[src/rtl/alu_pkg.sv]
// alu_pkg
// Shared definitions for the ALU request issuer: operation encodings, flag
// bit positions, the request/response structs, the issuer FSM state type and
// the golden ALU function used by the optional result checker.
package alu_pkg;

  localparam logic [1:0] OP_ADD = 2'b00;
  localparam logic [1:0] OP_SUB = 2'b01;
  localparam logic [1:0] OP_AND = 2'b10;
  localparam logic [1:0] OP_XOR = 2'b11;

  // Bit positions inside the 5-bit flag vector {parity, overflow, greater, less, is_eq}
  localparam int FLAG_W        = 5;
  localparam int FLAG_PARITY   = 4;
  localparam int FLAG_OVERFLOW = 3;
  localparam int FLAG_GREATER  = 2;
  localparam int FLAG_LESS     = 1;
  localparam int FLAG_IS_EQ    = 0;

  typedef struct packed {
    logic [1:0] op;
    logic [7:0] a;
    logic [7:0] b;
  } alu_req_t;

  typedef struct packed {
    logic [7:0]        y;
    logic [FLAG_W-1:0] flags;
  } alu_rsp_t;

  typedef enum logic [1:0] {
    ST_IDLE,
    ST_EXEC,
    ST_RESP
  } issue_state_t;

  // Golden ALU: 8-bit truncated result, even-parity-of-y, signed overflow
  // for add/sub only, and an unsigned compare of the operands.
  function automatic alu_rsp_t alu_ref(input alu_req_t req);
    alu_rsp_t   rsp;
    logic [7:0] y;
    logic       ovf;
    y   = '0;
    ovf = 1'b0;
    case (req.op)
      OP_ADD: begin
        y   = req.a + req.b;
        ovf = (req.a[7] == req.b[7]) && (y[7] != req.a[7]);
      end
      OP_SUB: begin
        y   = req.a - req.b;
        ovf = (req.a[7] != req.b[7]) && (y[7] != req.a[7]);
      end
      OP_AND:  y = req.a & req.b;
      default: y = req.a ^ req.b;
    endcase
    rsp.y                     = y;
    rsp.flags                 = '0;
    rsp.flags[FLAG_PARITY]    = ^y;
    rsp.flags[FLAG_OVERFLOW]  = ovf;
    rsp.flags[FLAG_GREATER]   = req.a > req.b;
    rsp.flags[FLAG_LESS]      = req.a < req.b;
    rsp.flags[FLAG_IS_EQ]     = req.a == req.b;
    return rsp;
  endfunction

endpackage

[src/rtl/alu_req_fifo.sv]
// alu_req_fifo
// Request buffer for the ALU issuer. DEPTH entries (power of two, >= 2) of
// type T. Pointers carry one extra wrap bit so full and empty are told apart
// without a separate counter. Push and pop in the same cycle are both taken.
// Callers never push when full or pop when empty.
//
// Ports:
//   clk, rst      clock and synchronous active-high reset
//   i_push        write i_pushData at the tail
//   i_pushData    entry to write
//   i_pop         drop the head entry
//   o_headData    current head entry (valid while !o_empty)
//   o_full        all DEPTH entries occupied
//   o_empty       no entries
module alu_req_fifo
  import alu_pkg::*;
#(
  parameter int  DEPTH = 4,
  parameter type T     = alu_req_t
) (
  input  logic clk,
  input  logic rst,
  input  logic i_push,
  input  T     i_pushData,
  input  logic i_pop,
  output T     o_headData,
  output logic o_full,
  output logic o_empty
);

  localparam int ADDR_W = $clog2(DEPTH);
  localparam int PTR_W  = ADDR_W + 1;
  localparam logic [PTR_W-1:0] PTR_ONE = PTR_W'(1);

  logic [PTR_W-1:0] r_wrPtr;
  logic [PTR_W-1:0] r_rdPtr;
  T                 r_mem [DEPTH];

  // Pointer update; reset flushes the buffer by collapsing both pointers.
  always_ff @(posedge clk) begin
    if (rst) begin
      r_wrPtr <= '0;
      r_rdPtr <= '0;
    end else begin
      if (i_push) r_wrPtr <= r_wrPtr + PTR_ONE;
      if (i_pop)  r_rdPtr <= r_rdPtr + PTR_ONE;
    end
  end

  // Storage is not reset; only the pointers define what is valid.
  always_ff @(posedge clk) begin
    if (i_push) r_mem[r_wrPtr[ADDR_W-1:0]] <= i_pushData;
  end

  assign o_headData = r_mem[r_rdPtr[ADDR_W-1:0]];
  assign o_empty    = (r_wrPtr == r_rdPtr);
  // Same slot but different lap means the writer is a full lap ahead.
  assign o_full     = (r_wrPtr[ADDR_W] != r_rdPtr[ADDR_W]) &&
                      (r_wrPtr[ADDR_W-1:0] == r_rdPtr[ADDR_W-1:0]);

endmodule

[src/rtl/alu_req_issuer.sv]
// alu_req_issuer
// Request-side front end for the 8-bit ALU. Requests are queued in a small
// FIFO, then issued one at a time: operands are loaded onto alu_op/a/b and
// held for LAT cycles, after which alu_y and the flags are captured into a
// response held until the consumer accepts it. Responses leave in request
// order.
//
// Optional feature macro: ALU_REQ_CHECK_EN adds a golden model and the
// 'mismatch' output, pulsed alongside the rising rsp_valid when the captured
// result differs from the model.
//
// Ports:
//   clk, rst                  clock, synchronous active-high reset
//   req_valid/req_ready       request handshake (req_ready = FIFO not full)
//   req_op, req_a, req_b      requested operation and operands
//   alu_op, alu_a, alu_b      operands driven to the ALU (registered)
//   alu_y, alu_*flags         ALU result inputs
//   rsp_valid/rsp_ready       response handshake
//   rsp_y, rsp_flags          captured result, flags {par, ovf, gt, lt, eq}
//   busy                      FIFO non-empty or FSM not idle
//   mismatch                  checker result (ALU_REQ_CHECK_EN only)
module alu_req_issuer
  import alu_pkg::*;
#(
  parameter int DEPTH = 4,
  parameter int LAT   = 1
) (
  input  logic              clk,
  input  logic              rst,
  input  logic              req_valid,
  output logic              req_ready,
  input  logic [1:0]        req_op,
  input  logic [7:0]        req_a,
  input  logic [7:0]        req_b,
  output logic [1:0]        alu_op,
  output logic [7:0]        alu_a,
  output logic [7:0]        alu_b,
  input  logic [7:0]        alu_y,
  input  logic              alu_parity,
  input  logic              alu_overflow,
  input  logic              alu_greater,
  input  logic              alu_less,
  input  logic              alu_is_eq,
  output logic              rsp_valid,
  input  logic              rsp_ready,
  output logic [7:0]        rsp_y,
  output logic [FLAG_W-1:0] rsp_flags,
  output logic              busy
`ifdef ALU_REQ_CHECK_EN
  ,
  output logic              mismatch
`endif
);

  localparam logic [2:0] CNT_LAST = 3'(LAT - 1);

  issue_state_t      r_state;
  logic [2:0]        r_cnt;
  alu_req_t          w_head;
  logic              w_full;
  logic              w_empty;
  logic              w_push;
  logic              w_pop;
  logic [FLAG_W-1:0] w_aluFlags;

  assign w_push     = req_valid && !w_full;
  // The head is consumed exactly when the FSM loads new operands: from IDLE,
  // or from RESP in the same cycle the held response is accepted.
  assign w_pop      = !w_empty &&
                      ((r_state == ST_IDLE) || ((r_state == ST_RESP) && rsp_ready));
  assign w_aluFlags = {alu_parity, alu_overflow, alu_greater, alu_less, alu_is_eq};

  alu_req_fifo #(
    .DEPTH (DEPTH),
    .T     (alu_req_t)
  ) u_fifo (
    .clk        (clk),
    .rst        (rst),
    .i_push     (w_push),
    .i_pushData ({req_op, req_a, req_b}),
    .i_pop      (w_pop),
    .o_headData (w_head),
    .o_full     (w_full),
    .o_empty    (w_empty)
  );

`ifdef ALU_REQ_CHECK_EN
  alu_rsp_t w_expected;
  assign w_expected = alu_ref({alu_op, alu_a, alu_b});
`endif

  // Issue FSM. alu_* only change on a load, so the ALU sees stable operands
  // for the whole EXEC period; the result is sampled on the LAT-th edge after
  // the load.
  always_ff @(posedge clk) begin
    if (rst) begin
      r_state   <= ST_IDLE;
      r_cnt     <= '0;
      alu_op    <= '0;
      alu_a     <= '0;
      alu_b     <= '0;
      rsp_valid <= 1'b0;
      rsp_y     <= '0;
      rsp_flags <= '0;
`ifdef ALU_REQ_CHECK_EN
      mismatch  <= 1'b0;
`endif
    end else begin
`ifdef ALU_REQ_CHECK_EN
      mismatch <= 1'b0;
`endif
      case (r_state)
        ST_IDLE: begin
          if (!w_empty) begin
            alu_op  <= w_head.op;
            alu_a   <= w_head.a;
            alu_b   <= w_head.b;
            r_cnt   <= '0;
            r_state <= ST_EXEC;
          end
        end
        ST_EXEC: begin
          r_cnt <= r_cnt + 3'd1;
          if (r_cnt == CNT_LAST) begin
            rsp_y     <= alu_y;
            rsp_flags <= w_aluFlags;
            rsp_valid <= 1'b1;
            r_state   <= ST_RESP;
`ifdef ALU_REQ_CHECK_EN
            mismatch  <= ({alu_y, w_aluFlags} != w_expected);
`endif
          end
        end
        ST_RESP: begin
          if (rsp_ready) begin
            rsp_valid <= 1'b0;
            if (!w_empty) begin
              alu_op  <= w_head.op;
              alu_a   <= w_head.a;
              alu_b   <= w_head.b;
              r_cnt   <= '0;
              r_state <= ST_EXEC;
            end else begin
              r_state <= ST_IDLE;
            end
          end
        end
        default: r_state <= ST_IDLE;
      endcase
    end
  end

  assign req_ready = !w_full;
  assign busy      = !w_empty || (r_state != ST_IDLE);

endmodule

[config.mk]
export PLATFORM = sky130hd
export DESIGN_NAME = alu_req_issuer
export DESIGN_NICKNAME = d
export VERILOG_FILES = /design/src/rtl/alu_pkg.sv /design/src/rtl/alu_req_fifo.sv /design/src/rtl/alu_req_issuer.sv
export SDC_FILE = /design/constraint.sdc
export NUM_CORES = 1
export LEC_CHECK = 0
export CAP_MARGIN = 20
export CORE_ASPECT_RATIO = 0.6
export CORE_MARGIN = 1
export CORE_UTILIZATION = 48
export DETAILED_ROUTE_END_ITERATION = 16
export GPL_TIMING_DRIVEN = 0
export PLACE_DENSITY = 0.84
export SLEW_MARGIN = 20
export SYNTH_ARGS = -nofsm -noshare
export SYNTH_HDL_FRONTEND = slang
export SYNTH_HIERARCHICAL = 1
export SYNTH_SLANG_ARGS = --single-unit
export TNS_END_PERCENT = 1
[constraint.sdc]
create_clock -name clk -period 1.75 [get_ports clk]
set_input_delay 0.175 -clock clk [delete_from_list [all_inputs] [get_ports clk]]
set_output_delay 0.175 -clock clk [all_outputs]
set_load 0.02 [all_outputs]
## Word level (Yosys, flattened, before mapping)

Memories as Yosys holds them, arrays and structs flattened. A register that Yosys moved wholly into a read port is not among the register bits.
Index checks and enable logic that the tools add are counted.

- Register bits: 43
- Latch bits: 0
- Bits in writable memories: 72
- Bits in read-only memories: 0
- Bits of input ports: 35
- Output and inout port bits: 34
- Logic and storage cells: 65
- Memories kept: 1

Memory list:

| name | words | width | rd ports | clocked after Yosys merged registers in | write ports | RTL line | source |
|---|---|---|---|---|---|---|---|
| u_fifo.r_mem | 4 | 18 | 1 | 1 | 1 | alu_req_fifo.sv:37 | `T r_mem [DEPTH];` |

- Add/subtract/negate cells: 3
- Multipliers: 0
- Divide/modulo/power cells: 0
- Magnitude comparators: 0
- Eq/ne operators: 8
- Shift operators: 0
- Muxes and demuxes: 24
- Bitwise logic cells: 0
- Reductions and logical operators: 19

Operators by type and width:

| cell | count |
|---|---|
| $mux W8 | 4 |
| $pmux W8 S2 | 2 |
| $mux W2 | 7 |
| $add A3 B1 Y3 const B | 3 |
| $pmux W3 S3 | 1 |
| $mux W3 | 2 |
| $ne A2 B2 Y1 const B | 3 |
| $pmux W2 S3 | 1 |
| $reduce_and A2 Y1 | 3 |
| $reduce_and A3 Y1 | 2 |
| $reduce_bool A2 Y1 | 3 |
| $mux W1 | 5 |
| $logic_and A1 B1 Y1 | 4 |
| $pmux W2 S2 | 1 |
| $eq A3 B3 Y1 | 1 |
| $logic_not A3 Y1 | 1 |
| $reduce_bool A3 Y1 | 1 |
| $eq A2 B1 Y1 const B | 1 |
| $eq A2 B2 Y1 | 1 |
| $eq A2 B2 Y1 const B | 1 |
| $logic_not A1 Y1 | 2 |
| $logic_not A2 Y1 | 1 |
| $logic_or A1 B1 Y1 | 2 |
| $pmux W1 S2 | 1 |
| $ne A1 B1 Y1 | 1 |

## Longest topological paths before layout

Gate-level depths: netlist of run 1.

- Word-level depth: 6
- Gate-level depth with buffers: 7
- Depth with buffers taken out: 6

## Cells and area by module

The synthesis of run 1 kept the hierarchy.

By module, submodules not included:

| module | times used | cells an instance | area an instance (um2) | seq. area each (um2) |
|---|---|---|---|---|
| alu_req_fifo | 1 | 134 | 3037.9 | 2322.2 |
| alu_req_issuer | 1 | 177 | 1524.0 | 740.7 |

## Least setup slack after synthesis of run 1

Ideal clock, no wire load.

- Path kind: reg-to-reg
- Start point: reg u_fifo.r_wrPtr[0]
- End point: mem u_fifo/r_mem[1][0] (netlist bit) (enable)
- Library setup time: 0.376 ns
- Arrival: 1.531 ns
- Data required time: 1.374 ns
- Setup slack: -0.157 ns
- Stages on the path, launching flop included: 6
- Path buffers: 1
- Period minus slack after synthesis: 1.907 ns
- Cell sequence: dfxtp_1 -> xor2_1 -> nor3_1 -> nor2b_1 -> clkbuf_1 -> and2_1

- Word-level cells in the longest chain between the ends: 6

RTL lines:

| element | RTL line | source |
|---|---|---|
| start: declaration | alu_req_fifo.sv:35 | `logic [PTR_W-1:0] r_wrPtr;` |
| start signal: assignment | alu_req_fifo.sv:45 | `if (i_push) r_wrPtr <= r_wrPtr + PTR_ONE;` |
| $eq A2 B2 Y1 | alu_req_fifo.sv:59 | `(r_wrPtr[ADDR_W-1:0] == r_rdPtr[ADDR_W-1:0]);` |
| $logic_and A1 B1 Y1 | alu_req_fifo.sv:58 | `assign o_full = (r_wrPtr[ADDR_W] != r_rdPtr[ADDR_W]) &&` |
| via w_full | alu_req_issuer.sv:60 | `logic w_full;` |
| $logic_not A1 Y1 | alu_req_issuer.sv:66 | `assign w_push = req_valid && !w_full;` |
| $logic_and A1 B1 Y1 | alu_req_issuer.sv:66 |  |
| via w_push | alu_req_issuer.sv:62 | `logic w_push;` |
| $mux W1 | alu_req_fifo.sv:52 | `if (i_push) r_mem[r_wrPtr[ADDR_W-1:0]] <= i_pushData;` |
| $mux W1 (not written as such) | alu_req_fifo.sv:52 |  |
| end: declaration | alu_req_fifo.sv:37 |  |

The timed path passes the listed nets, and every way through them passes these cells.

## Worst setup path after layout of run 1

- Start point: reg u_fifo.r_wrPtr[0]
- End point: reg u_fifo.r_rdPtr[1]

- Word-level cells in the longest chain between the ends: 3

RTL lines:

| element | RTL line | source |
|---|---|---|
| $eq A3 B3 Y1 | alu_req_fifo.sv:56 | `assign o_empty = (r_wrPtr == r_rdPtr);` |
| via w_empty | alu_req_issuer.sv:61 | `logic w_empty;` |
| $logic_not A1 Y1 | alu_req_issuer.sv:69 | `assign w_pop = !w_empty &&` |
| $logic_and A1 B1 Y1 | alu_req_issuer.sv:69 |  |
| via w_pop | alu_req_issuer.sv:63 | `logic w_pop;` |
| end signal: assignment | alu_req_fifo.sv:46 | `if (i_pop) r_rdPtr <= r_rdPtr + PTR_ONE;` |
| end: declaration | alu_req_fifo.sv:36 | `logic [PTR_W-1:0] r_rdPtr;` |

The timed path passes the listed nets, and every way through them passes these cells.
A chain may end at the register's enable or synchronous reset.

==> summary.md, run 1 <==
| Metric | Value |
|---|---|
| Status | `finished, final reports clean` |
| I/O Buffers | `~70` |
| Crit path buf inv count | `1` |
| Seq/Total Area, Yosys | `0.671` |
| Flop and latch count out of synthesis | `~120` |
| Worst R2R Setup Slack | `~0.058 ns` |
| Drt wl/cell | `18.0 um` |
| Largest buffer count on any clock path | `2` |
| Post-Place Cell Area | `5410 um^2` |
| Total grt overflow | `0` |
| Top cells by area, synth | `edfxtp_1, dfxtp_1, mux4_2` |
| P&R area growth vs syn | `34.8%` |
| Synthesized area | `between 4000 and 5000 um^2` |
| Max Fclk | `a little under 600 MHz` |
| Worst ir drop on vdd | `0.825 mV` |
| Vias in the first global route | `2771` |
| CTS tree | `yes` |
| Crit-path max FO | `10` |
| Core Rows | `27` |
| CTS buffer count | `17` |
| Post-synth top flop | `edfxtp_1` |
| Post-synthesis cell count | `around 310` |
| Post-synth net total | `353` |
| Switching Share | `0.288` |
| Layout net count | `445` |
| CP Class | `reg2reg` |
| Setup Skew | `0.00645 ns` |
| Slowest cell on crit path | `dfxtp_4` |
| Leak Pwr | `around 2.1 nW` |
| DRC violations left | `0` |
| Slew @ Worst Pin | `roughly 0.55 ns` |
| Vias | `2961` |
| Switching power | `2.95 mW` |
| Internal Dissipation | `7.29 mW` |
| Antenna diodes | `0` |
| Die Span Y | `77.5 um` |
| Sink Count | `~120` |
| Starting Density | `0.496` |
| Reg2Reg Depth | `7` |
| Die ar. | `9910 um^2` |
| Critical-path cell list | `xor2_2, nor3b_2, or2_4, buf_6, nor2_4, mux2i_1, nor2_1` |
| Cell taking the most area after synthesis | `edfxtp_1` |
| # hold bufs at CTS | `0` |
| Core area | `9190 um^2` |
| CTS H-Tree Depth | `4` |
| Combinational share of power | `0.292` |
| Clock Latency Late Sink | `0.41 ns` |
| Post-Syn Area per Cell | `14.7 um^2` |
| Worst setup EP type | `flop` |
| Warning count from the yosys run | `6` |
| Initial antenna violation count | `0` |
| Reg2reg start | `u_fifo/r_wrPtr[0]$_SDFFE_PP0P_` |
| Data arrival, critical path | `1.97 ns` |
| Final Util | `0.669` |
| WL final | `9810 um` |
| Hold path startpoint | `alu_greater` |
| Share of cells above drive strength 1 | `0.181` |
| Synth top area share | `0.474` |
| Largest net degree at the start of global routing | `19` |
| Max stage delay on crit path | `roughly 0.38 ns` |
| GP Congestion | `0.788` |
| Total track usage | `0.203` |
| Max-slew headroom | `0.633` |
| Flop pwr share | `0.353` |
| Finished Cell Area | `6150 um^2` |
| Die W | `roughly 130 um` |
| Max-slew violations | `0` |
| Post-synth cell types | `32` |
| WHS Path Cells | `3` |
| Number of flops mapped to enable cells by yosys | `a little over 70` |
| Root Buffer | `clkbuf_16` |
| Worst setup SP type | `flop` |
| Hold Violations, Final | `0` |
| Clock power frac | `0.356` |
| Tmin final | `1.69 ns` |
| Worst-path clk slew | `about 0.050 ns` |
| # IOs | `69` |
| R2r endpoint | `u_fifo/r_rdPtr[1]$_SDFFE_PP0P_` |
| Worst hold path type | `in2reg` |
| FFs w/ async S/R, synth | `0` |
| Avg Vias per Cell | `5.43` |
| Most frequent cell after synthesis | `edfxtp_1` |
| Final setup fails | `0` |
| Starting DRT DRC Count | `270` |
| Unrepaired setup endpoints after global routing | `true` |
| Detail Route Antenna Nets | `0` |
| First-pass GRT wire length | `about 14000 um` |
| Final period utilization | `0.967` |
| Max_cap viols | `0` |
| CP top delay family | `simple AND/OR/NAND/NOR gates` |
| Worst hold slack | `0.319 ns` |
| Detailed Routing Iterations Pass 1 | `5` |
| Post-DP HPWL | `5990 um` |
| CP required | `2.03 ns` |
| Synth cell count leaders | `edfxtp_1, dfxtp_1, a21oi_1` |
| Pwr/cell area | `1670 nW/um^2` |
| Hold Path End | `rsp_flags[2]$_SDFFE_PP0P_` |
==> worst max-delay path by stage <==
stage / startpoint / endpoint / cells past startpoint / slack, ns
4_1_cts: u_fifo/r_wrPtr[0]$_SDFFE_PP0P_ / u_fifo/r_mem[0][16]$_DFFE_PP_ / 5 / -0.01
2_1_floorplan: u_fifo/r_wrPtr[0]$_SDFFE_PP0P_ / u_fifo/r_mem[2][0]$_DFFE_PP_ / 5 / -0.16
3_3_place_gp: u_fifo/r_wrPtr[0]$_SDFFE_PP0P_ / u_fifo/r_mem[0][17]$_DFFE_PP_ / 5 / -0.57
5_1_grt: u_fifo/r_wrPtr[2]$_SDFFE_PP0P_ / busy / 4 / -0.03
3_5_place_dp: u_fifo/r_wrPtr[0]$_SDFFE_PP0P_ / u_fifo/r_mem[0][17]$_DFFE_PP_ / 5 / -0.67
6_report: u_fifo/r_wrPtr[0]$_SDFFE_PP0P_ / u_fifo/r_rdPtr[1]$_SDFFE_PP0P_ / 7 / 0.06
==> state kept, by name (all words and copies together), names as in the netlist, named ones only <==
signal	flops
r_cnt	3
rsp_y	8
u_fifo/r_rdPtr	3
rsp_flags	5
u_fifo/r_mem	72
alu_b	8
u_fifo/r_wrPtr	3
alu_a	8
r_state	2
rsp_valid	1
alu_op	2
==> layout by cell type, fill, tap and decap left out, types with 4 or more instances in the layout <==
cell type and n:
or3b_1 18, mux4_2 10, o21ai_0 18, mux4_1 8
and2_4 7, clkbuf_1 10, dfxtp_1 40, nor2_1 7
bufinv_16 5, inv_1 6, a21oi_1 39, clkinv_2 4
clkbuf_16 17, edfxtp_1 72, clkdlybuf4s50_1 66, nand2_1 30
ha_1 7
==> repair_timing <==
item	CTS	global route
setup buffers	0	2
gates resized for setup	17	20
gates cloned	0	3
endpoints found under the setup margin	99	95
pin swaps	0	6
==> power by group through the flow <==
stage | clock, mW | combinational, mW | sequential [mW]
2_1_floorplan | 0 | 1.49 | 3.90
3_3_place_gp | 0 | 2.77 | 3.61
3_5_place_dp | 0 | 2.85 | 3.64
4_1_cts | 3.69 | 2.91 | 3.60
5_1_grt | 3.82 | 3.20 | 3.65
6_report | 3.64 | 2.99 | 3.61
==> stage by stage <==
| step | instances | setup TNS, ns | setup WS (ns) | power [mW] |
|---|---|---|---|---|
| after floorplan | 311 | -8.47 | -0.157 | 5.40 |
| after global placement | 509 | -37.10 | -0.574 | 6.38 |
| after detailed placement | 509 | -44.98 | -0.673 | 6.50 |
| after CTS | 540 | -0.167 | -0.0120 | 10.2 |
| after global routing | 545 | -0.0289 | -0.0277 | 10.7 |
| final | 545 | 0 | 0.0583 | 10.2 |
==> metal layers <==
metal / up-vias / GRT usage / routed length, um
met4: 0 / 0.0953 / 160
met5: - / 0 / 0
met3: 15 / 0.0621 / 697
li1: 1356 / - / -
met2: 126 / 0.297 / 4460
met1: 1464 / 0.277 / 4490
==> area by class of cell <==
cell class              count  area (um^2)
plain buffers              19          124
clock buffers              19          433
clock inverters            12          185
fillers                   654         3040
inverters                   6         22.5
multi-input cells         172         1440
flip-flops and latches    117         3070
well taps                 130          163
repair buffers             70          709
==> cells by family after synthesis <==
group | synth area share
AOI/OAI and AO/OA | 0.0741
xor gates and xnor gates | 0.0115
adders and majority gates | 0.0192
and+or+nand+nor | 0.0938
buffers and inverters | 0.0302
muxes | 0.0998
DFF | 0.671
==> worst min-delay path, delay by kind of cell <==
kind	cells	cell delay [ns]
buffers and inverters	1	0.40
AND/OR/NAND/NOR	1	0.06
AO/OA/AOI/OAI	1	0.05
No activity file was read; power rests on OpenSTA's default activity.
==> run 2, diff against run 1 <==
--- a/config.mk
+++ b/config.mk
@@ -6,12 +6,15 @@
 export NUM_CORES = 1
 export LEC_CHECK = 0
 export CAP_MARGIN = 20
+export CELL_PAD_IN_SITES_DETAIL_PLACEMENT = 2
+export CELL_PAD_IN_SITES_GLOBAL_PLACEMENT = 2
 export CORE_ASPECT_RATIO = 0.6
 export CORE_MARGIN = 1
-export CORE_UTILIZATION = 48
+export CORE_UTILIZATION = 34
 export DETAILED_ROUTE_END_ITERATION = 16
 export GPL_TIMING_DRIVEN = 0
 export PLACE_DENSITY = 0.84
+export SKIP_CTS_REPAIR_TIMING = 1
 export SLEW_MARGIN = 20
 export SYNTH_ARGS = -nofsm -noshare
 export SYNTH_HDL_FRONTEND = slang
==> run 2 against run 1 <==
Combinational power rose by 6%. Sequential share of layout area fell by 0.97 points. Clock-buffer cell count fell by 2. Clock power fell by 6.0%. Via count fell by 0.27%. Sequential cell count did not move. Power did not move. Clock skew rose by 0.0042 ns. Largest cell class unchanged. The flow now finishes with violations (setup timing). Highest routed layer unchanged.
==> summary.md, run 2 (same netlist as run 1, synthesis figures left out) <==
| Metric | Value |
|---|---|
| Worst setup SP type | `flop (unchanged)` |
| Core Rows | `32 (was 27)` |
| Post-route insts no fill | `591 (was 545)` |
| Worst R2R Setup Slack | `-0.05 ns (was 0.06 ns)` |
| Clock Latency Late Sink | `0.42 ns (was 0.41 ns)` |
| Worst ir drop on vdd | `0.811 mV (was 0.825 mV)` |
| Final period utilization | `1.03 (was 0.967)` |
| Initial antenna violation count | `0 (unchanged)` |
| Detailed Routing Iterations Pass 1 | `4 (was 5)` |
| Vias in the first global route | `3262 (was 2771)` |
| Die ar. | `13900 um^2 (was 9910 um^2)` |
| Slew @ Worst Pin | `0.662 ns (was 0.550 ns)` |
| Final setup margin | `-0.0505 ns (was 0.0583 ns)` |
| Vias | `2953 (was 2961)` |
| R2r endpoint | `alu_a[0]$_SDFFE_PP0P_ (was u_fifo/r_rdPtr[1]$_SDFFE_PP0P_)` |
| Antenna diodes | `0 (unchanged)` |
| Layout net count | `450 (was 445)` |
| DRC violations left | `0 (unchanged)` |
| Avg Vias per Cell | `5.00 (was 5.43)` |
| Root Buffer | `clkbuf_16 (unchanged)` |
| Slowest cell on crit path | `dfxtp_4 (unchanged)` |
| Tmin final | `1.80 ns (was 1.69 ns)` |
| WL final | `12500 um (was 9810 um)` |
| Starting DRT DRC Count | `125 (was 270)` |
| Hold Violations, Final | `0 (unchanged)` |
| Failing checks | `setup timing` |
| First-pass GRT wire length | `18500 um (was 14500 um)` |
| Commonest non-fill, non-tap cell in the layout | `edfxtp_1 (unchanged)` |
| Drt wl/cell | `21.1 um (was 18.0 um)` |
| Unrepaired setup endpoints after global routing | `true (unchanged)` |
| Max-slew violations | `0 (unchanged)` |
| Largest register FFs | `72 (unchanged)` |
| Max-slew headroom | `0.559 (was 0.633)` |
| Reg2Reg Depth | `7 (unchanged)` |
| Crit-path max FO | `10 (unchanged)` |
| Worst setup EP type | `flop (unchanged)` |
| Internal Dissipation | `6.96 mW (was 7.29 mW)` |
| Commonest cells after routing, fill and taps aside | `edfxtp_1, clkdlybuf4s50_1, dfxtp_1, a21oi_1, nand2_1 (unchanged)` |
| # IOs | `69 (unchanged)` |
| Flop pwr share | `0.356 (was 0.353)` |
| Combinational share of power | `0.310 (was 0.292)` |
| Final Power | `10.2 mW (unchanged)` |
| Sink Count | `117 (unchanged)` |
| Total track usage | `0.188 (was 0.203)` |
| Hold Path End | `rsp_y[3]$_SDFFE_PP0P_ (was rsp_flags[2]$_SDFFE_PP0P_)` |
| Largest net degree at the start of global routing | `19 (unchanged)` |
| Final setup fails | `12 (was 0)` |
| Post-Place Cell Area | `5460 um^2 (was 5410 um^2)` |
| Die W | `152 um (was 128 um)` |
| Starting Density | `0.352 (was 0.496)` |
| Leak Pwr | `2.15 nW (was 2.13 nW)` |
| Die Span Y | `91.7 um (was 77.5 um)` |
| Setup TNS | `-0.306 ns (was 0 ns)` |
| CTS buffer count | `17 (unchanged)` |
| CP Class | `reg2reg (unchanged)` |
| Share of cells above drive strength 1 | `0.209 (was 0.181)` |
| Detail Route Antenna Nets | `0 (unchanged)` |
| Max_cap viols | `0 (unchanged)` |
| CP required | `2.09 ns (was 2.03 ns)` |
| P&R area growth vs syn | `37.4% (was 34.8%)` |
| Fill cell count | `1244 (was 654)` |
| CTS H-Tree Depth | `4 (unchanged)` |
| Worst-path clk slew | `0.06 ns (was 0.05 ns)` |
| Status | `finished, violations left (was finished, final reports clean)` |
| Critical-path cell list | `xor2_2, buf_4, nor3b_4, or2_4, buf_6, or3b_1, a21oi_2 (was xor2_2, nor3b_2, or2_4, buf_6, nor2_4, mux2i_1, nor2_1)` |
| Data arrival, critical path | `2.14 ns (was 1.97 ns)` |
| WHS Path Cells | `3 (unchanged)` |
| GP Congestion | `0.748 (was 0.788)` |
| Worst hold path type | `in2reg (unchanged)` |
| Inst Count DP | `549 (was 509)` |
| Switching power | `3.28 mW (was 2.95 mW)` |
| Max stage delay on crit path | `0.40 ns (was 0.38 ns)` |
| Pwr/cell area | `1630 nW/um^2 (was 1670 nW/um^2)` |
| DP Worst Slack | `-0.797 ns (was -0.673 ns)` |
| Finished Cell Area | `6270 um^2 (was 6150 um^2)` |
| I/O Buffers | `68 (unchanged)` |
| Hold path startpoint | `alu_y[3] (was alu_greater)` |
| Post-DP HPWL | `7910 um (was 5990 um)` |
| Core area | `13000 um^2 (was 9190 um^2)` |
| Setup Skew | `0.0106 ns (was 0.00645 ns)` |
| Switching Share | `0.320 (was 0.288)` |
| Reg2reg start | `u_fifo/r_wrPtr[0]$_SDFFE_PP0P_ (unchanged)` |
| Total grt overflow | `0 (unchanged)` |
| Largest buffer count on any clock path | `2 (unchanged)` |
| Max Fclk | `555 MHz (was 591 MHz)` |
| Clock power frac | `0.334 (was 0.356)` |
| CTS tree | `yes (unchanged)` |
run 2: cell count changes in the layout (fill, tap and decap cells not counted), moves of 3 or more:
| cell | before | now |
|---|---|---|
| clkinv_4 | 0 | 4 |
| and2_4 | 7 | 4 |
| buf_12 | 2 | 6 |
| buf_4 | 1 | 7 |
| inv_6 | 0 | 3 |
| a21oi_1 | 39 | 34 |
| bufinv_16 | 5 | 2 |
| a21oi_2 | 0 | 5 |
run 2: worst max path at each step:
| stage | from | endpoint | slack [ns] |
|---|---|---|---|
| finish | u_fifo/r_wrPtr[0]$_SDFFE_PP0P_ | alu_a[0]$_SDFFE_PP0P_ | -0.05 |
| detailed placement | u_fifo/r_wrPtr[0]$_SDFFE_PP0P_ | u_fifo/r_mem[0][1]$_DFFE_PP_ | -0.80 |
| global route | r_state[1]$_SDFFE_PP0P_ | u_fifo/r_rdPtr[0]$_SDFFE_PP0P_ | -0.16 |
| CTS | u_fifo/r_wrPtr[0]$_SDFFE_PP0P_ | u_fifo/r_mem[3][4]$_DFFE_PP_ | -0.83 |
| global placement | u_fifo/r_wrPtr[0]$_SDFFE_PP0P_ | u_fifo/r_mem[3][1]$_DFFE_PP_ | -0.67 |
| floorplan | u_fifo/r_wrPtr[0]$_SDFFE_PP0P_ | u_fifo/r_mem[2][0]$_DFFE_PP_ | -0.16 |
run 2: power by group through the flow:
stage | combinational (mW) | clock, mW | sequential, mW
finish | 3.17 | 3.42 | 3.65
global route | 3.43 | 3.60 | 3.70
CTS | 3.01 | 3.48 | 3.65
detailed placement | 2.96 | 0 | 3.69
global placement | 2.85 | 0 | 3.65
floorplan | 1.49 | 0 | 3.90
run 2: routing by layer:
metal  up-vias  track usage  routed length (um)
met5         -            0                   0
met1      1496        0.248                5850
met4         0       0.0866                 217
met2        76        0.286                5760
li1       1364            -                   -
met3        17       0.0512                 625
run 2: cell type report:
| type | count | area (um^2) | area share |
|---|---|---|---|
| tap | 170 | 213 | 0.0339 |
| multi-input combinational | 169 | 1440 | 0.229 |
| inverter | 6 | 22.5 | 0.00359 |
| clock buffer | 17 | 425 | 0.0679 |
| clock inverter | 15 | 155 | 0.0248 |
| sequential | 117 | 3070 | 0.490 |
| timing repair buffer | 78 | 816 | 0.130 |
| buffer | 19 | 126 | 0.0202 |
run 2: critical path, delay by kind of cell, from the launching register on:
family,cells,cell delay [ns]
AND/OR/NAND/NOR,3,0.66
flip-flops,1,0.40
buffers and inverters,2,0.31
XOR/XNOR,1,0.19
AO/OA/AOI/OAI,1,0.16
run 2: through the flow:
stage | hold slack (ns) | util
final | 0.325 | 0.483
after global routing | 0.315 | 0.483
after CTS | 0.305 | 0.465
after detailed placement | 0.454 | 0.421
after global placement | 0.442 | 0.421
after floorplan | 0.244 | -
